File: src/rtl/snn_img_loader.sv
// Image loader for the SNN core: packs a byte stream into a 784-pixel buffer,
// launches the core, serves pixel reads and hands back the classification.
module snn_img_loader #(
    parameter int unsigned NUM_PIXELS = 784,
    parameter int unsigned NUM_BYTES  = 98,
    parameter int unsigned ADDR_W     = 10
) (
    input  logic              clk,
    input  logic              rst_n,
    input  logic              abort,
    input  logic [7:0]        rx_data,
    input  logic              rx_valid,
    output logic              rx_ready,
    output logic              start,
    input  logic [ADDR_W-1:0] addr_input_unit,
    output logic              q_input,
    input  logic              done,
    input  logic [3:0]        digit,
    output logic [3:0]        res_digit,
    output logic              res_err,
    output logic              res_valid,
    input  logic              res_ready,
    output logic              busy
);

    localparam int unsigned CNT_W = $clog2(NUM_BYTES);

    typedef enum logic [1:0] {
        S_LOAD,
        S_START,
        S_RUN,
        S_RESULT
    } state_t;

    state_t             state_q, state_d;
    logic [CNT_W-1:0]   byte_cnt, byte_cnt_d;
    logic [NUM_PIXELS-1:0] img_buf;
    logic               wr_en;
    logic               rx_ready_d, start_d, busy_d, res_valid_d, res_err_d;
    logic [3:0]         res_digit_d;

    // Next state and next registered outputs
    always_comb begin
        state_d     = state_q;
        byte_cnt_d  = byte_cnt;
        res_digit_d = res_digit;
        res_err_d   = res_err;
        wr_en       = 1'b0;

        case (state_q)
            S_LOAD: begin
                if (rx_valid && rx_ready) begin
                    wr_en = 1'b1;
                    if (byte_cnt == CNT_W'(NUM_BYTES - 1)) begin
                        state_d    = S_START;
                        byte_cnt_d = '0;
                    end else begin
                        byte_cnt_d = byte_cnt + CNT_W'(1);
                    end
                end
            end
            S_START: state_d = S_RUN;
            S_RUN: begin
                if (done) begin
                    res_digit_d = digit;
                    res_err_d   = (digit > 4'd9);
                    state_d     = S_RESULT;
                end
            end
            S_RESULT: begin
                if (res_valid && res_ready) state_d = S_LOAD;
            end
            default: state_d = S_LOAD;
        endcase

        // abort overrides everything, including a byte accepted this cycle
        if (abort) begin
            state_d    = S_LOAD;
            byte_cnt_d = '0;
            wr_en      = 1'b0;
        end

        rx_ready_d  = (state_d == S_LOAD);
        start_d     = (state_d == S_START);
        busy_d      = (state_d == S_START) || (state_d == S_RUN);
        res_valid_d = (state_d == S_RESULT);
    end

    always_ff @(posedge clk or negedge rst_n) begin
        if (!rst_n) begin
            state_q   <= S_LOAD;
            byte_cnt  <= '0;
            rx_ready  <= 1'b0;
            start     <= 1'b0;
            busy      <= 1'b0;
            res_valid <= 1'b0;
            res_digit <= 4'd0;
            res_err   <= 1'b0;
            q_input   <= 1'b0;
        end else begin
            state_q   <= state_d;
            byte_cnt  <= byte_cnt_d;
            rx_ready  <= rx_ready_d;
            start     <= start_d;
            busy      <= busy_d;
            res_valid <= res_valid_d;
            res_digit <= res_digit_d;
            res_err   <= res_err_d;
            if (addr_input_unit < ADDR_W'(NUM_PIXELS)) q_input <= img_buf[addr_input_unit];
            else                                       q_input <= 1'b0;
        end
    end

    // Image buffer is intentionally not reset; byte k lands on pixels 8k..8k+7
    always_ff @(posedge clk) begin
        if (wr_en) img_buf[{byte_cnt, 3'b000} +: 8] <= rx_data;
    end

endmodule

File: config.mk
export PLATFORM = sky130hd
export DESIGN_NAME = snn_img_loader
export DESIGN_NICKNAME = d
export VERILOG_FILES = /design/src/rtl/snn_img_loader.sv
export SDC_FILE = /design/constraint.sdc
export NUM_CORES = 1
export LEC_CHECK = 0
export ABC_AREA = 1
export BUFFER_PORTS_ARGS = -buffer_cell sky130_fd_sc_hd__clkbuf_2
export CAP_MARGIN = 20
export CELL_PAD_IN_SITES_DETAIL_PLACEMENT = 1
export CELL_PAD_IN_SITES_GLOBAL_PLACEMENT = 1
export CORE_MARGIN = 3
export CORE_UTILIZATION = 35
export CTS_BUF_LIST = sky130_fd_sc_hd__clkbuf_4 sky130_fd_sc_hd__clkbuf_8
export DETAILED_ROUTE_END_ITERATION = 16
export GPL_ROUTABILITY_DRIVEN = 0
export PLACE_DENSITY = 0.6
export SLEW_MARGIN = 20
export SYNTH_ARGS = -nofsm -noshare
export SYNTH_HDL_FRONTEND = slang
export SYNTH_SLANG_ARGS = --single-unit
File: constraint.sdc
create_clock -name clk -period 9.4 [get_ports clk]
set_clock_uncertainty 0.15 [all_clocks]
set_input_delay 1.41 -clock clk [delete_from_list [all_inputs] [get_ports clk]]
set_output_delay 1.41 -clock clk [all_outputs]
set_load 0.01 [all_outputs]
==> flow_summary.yaml <==
worst_setup_path:
  cp_max_fo: 113
  worstSetupPathType: "flip-flop to flip-flop"
  r2r_cells: 13
  worstPathRequired_ns: 9.67
  cp.arrival_ns: 5.51
  critPathCaptureType: "flip-flop"
  start_kind: "flip-flop"
cells_and_area:
  final_area_sq_um: 44000
  final_util: 0.390
  nets: 4230
  layout-drive-gt1-share: 0.116
  syn2layout_area_growth_pct: 10.6
clock_network:
  insertion_delay_ns: 0.84
  root_buffer: "clkbuf_8"
  cts_buffers: 150
  cts_max_level: 4
  cts.sinks: 803
  clockBufferDepth: 3
  cts_tree: "built"
  path_clk_slew_ns: 0.06
  cts_hold_buffers: 0
  cts_setup_buffers: 0
  cts_resized: 0
timing:
  finalCritPeriodShare: 0.557
  setup-violations-final: 0
  drv_slew: 0
  min_period_ns: 5.24
  fin_ws_ns: 4.16
  worstMarginPinSlew_ns: 1.26
  holdWs_ns: 0.338
  max_freq_mhz: 191
  tns_ns: 0
  slew_headroom: 0.161
  hold_viol_final: 0
  rsz0062_at_grt: "no"
detailed_routing:
  vias_per_cell: 5.50
  first_iter_violations: 2545
  wl_per_cell_um: 24.2
  drcViolationCount: 0
  dr.pass1.iters: 5
  wl_um: 141000
  vias: 32000
  ant_nets: 0
placement:
  dp_hpwl_um: 83500
  dp_slack_ns: 4.13
  io_buffers: 37
  place_area_sq_um: 41000
power:
  power_density_nw_per_um2: 187
  ir_worst_vdd_v: 0.000112
  p_leak_nw: 14.5
outcome:
  status: "finished clean"
global_routing:
  grt_pass1_wl_um: 211000
  grt_max_degree: 175
  grt_pass1_vias: 32600
  grt_antenna_before_repair: 6
  grtUsageTotal: 0.239
  grt.overflow.total: 0
die:
  start_util: 0.353
  die-width_um: 343
  io_pins: 38
  dieArea_sq_um: 118000
  chipHeight_um: 343
  coreArea_sq_um: 113000
  placementRows: 123
synth:
  syn_inst: 4290
  seq_area_frac_synth: 0.604
  ys_seq_elements: 803
  syn_area_sq_um: 39800
  syn_nets: 4326
  yosys_warnings: 0
  avgSynthCellArea_sq_um: 9.27
  synth_cell_types: 38
min_path:
  hp-class: "flip-flop to flip-flop"
  min_path_cells: 2
run:
  cap_violations: 0
## cell type report
cell class                      instances  area [sq um]
Antenna cell                            7          17.5
Fill cell                           12900         68700
Timing Repair Buffer                  111           835
Clock inverter                         53           309
Sequential cell                       803         24000
Inverter                              121           497
Multi-Input combinational cell       3007         13800
Tap cell                             1500          1880
Clock buffer                          218          2590
## synth_stat cells (all sizes together)
master | instances | area (sq um)
nand2 | 1036 | 3910
o31ai | 1 | 7.51
o22ai | 10 | 62.6
nand4 | 72 | 457
nor2 | 752 | 2880
o221ai | 2 | 17.5
clkinv | 8 | 30.0
or2 | 1 | 6.26
a21oi | 3 | 18.8
o21a | 1 | 7.51
nor3 | 173 | 947
nor4 | 97 | 1060
inv | 113 | 429
xnor2 | 1 | 8.76
edfxtp | 784 | 23500
dfrtp | 19 | 475
buf | 182 | 878
xor2 | 4 | 35.0
o21ai | 26 | 130
clkbuf | 177 | 664
ha | 8 | 100
nand3 | 820 | 4100
## registers in the layout, indices dropped and copies added (netlist names)
register	flops
start	1
res_digit	4
busy	1
rx_ready	1
img_buf	784
q_input	1
res_valid	1
state_q	2
byte_cnt	7
res_err	1
## kinds of logic after synthesis
family	synth area share
AOI/OAI and AO/OA	0.00613
xor gates and xnor gates	0.00110
adders and majority gates	0.00252
buffers and inverters	0.0503
DFF	0.604
and+or+nand+nor	0.336
## critical path, stage by stage (launching register included)
cell     delay, ns
dfrtp_1       0.53
inv_2         0.18
ha_1          0.25
nand2_1       0.10
nor2_1        0.15
inv_2         0.07
o21ai_1       0.35
nand2_8       0.55
nor2_2        0.38
inv_4         0.29
nor2_8        0.29
nand2_2       0.30
buf_4         0.38
nor3_1        0.81
## metrics by stage
stage,cells,power (mW)
3_5_place_dp,5541,4.94
5_1_grt,5815,8.52
3_3_place_gp,5541,4.93
6_report,5820,8.23
2_1_floorplan,4290,4.57
4_1_cts,5812,8.31
## metal layers
layer  routed length (um)  GRT usage  up-vias
met4                 3830     0.0749        2
met2                66300      0.388      893
met5                   13          0        -
li1                     -          -    14600
met3                 8270     0.0413      237
met1                62200      0.326    16300
## power breakdown
group	total [mW]	switching, mW	internal, mW
clock	3.36	1.55	1.80
combinational	0.990	0.836	0.154
sequential	3.89	0.00605	3.88
total	8.23	2.39	5.84
## path summary, 6_finish.rpt
kind / slack (ns) / to / startpoint
max: 4.16 / img_buf[337] / byte_cnt[0]
min: 0.34 / res_digit[2] / res_digit[2]
max reg2reg: 4.16 / img_buf[337] / byte_cnt[0]
min reg2reg: 0.34 / res_digit[2] / res_digit[2]
max in group asynchronous: 8.16 / res_digit[0] / rst_n
min in group asynchronous: 0.46 / byte_cnt[6] / rst_n
## cell usage in the layout (no fill, tap or decap), types with 3 or more instances in the layout
| cell type | n |
|---|---|
| clkinv_2 | 7 |
| dfrtp_1 | 19 |
| inv_1 | 85 |
| xor2_1 | 4 |
| nand3_1 | 820 |
| inv_4 | 4 |
| clkinvlp_4 | 4 |
| clkbuf_2 | 34 |
| nand2_2 | 8 |
| edfxtp_1 | 784 |
| inv_6 | 7 |
| inv_2 | 22 |
| diode_2 | 7 |
| nor4_1 | 24 |
| o22ai_1 | 10 |
| nand2_1 | 1025 |
| nor2_4 | 3 |
| nor3_1 | 152 |
| clkinv_1 | 37 |
| nor4_2 | 73 |
| clkbuf_8 | 154 |
| nor3_2 | 20 |
| nor2_1 | 740 |
| nand4_1 | 71 |
| nor2_2 | 8 |
| ha_1 | 8 |
| buf_12 | 6 |
| buf_4 | 68 |
| clkbuf_4 | 65 |
| o21ai_0 | 24 |
| inv_8 | 6 |
No activity file was read; power rests on OpenSTA's default activity.
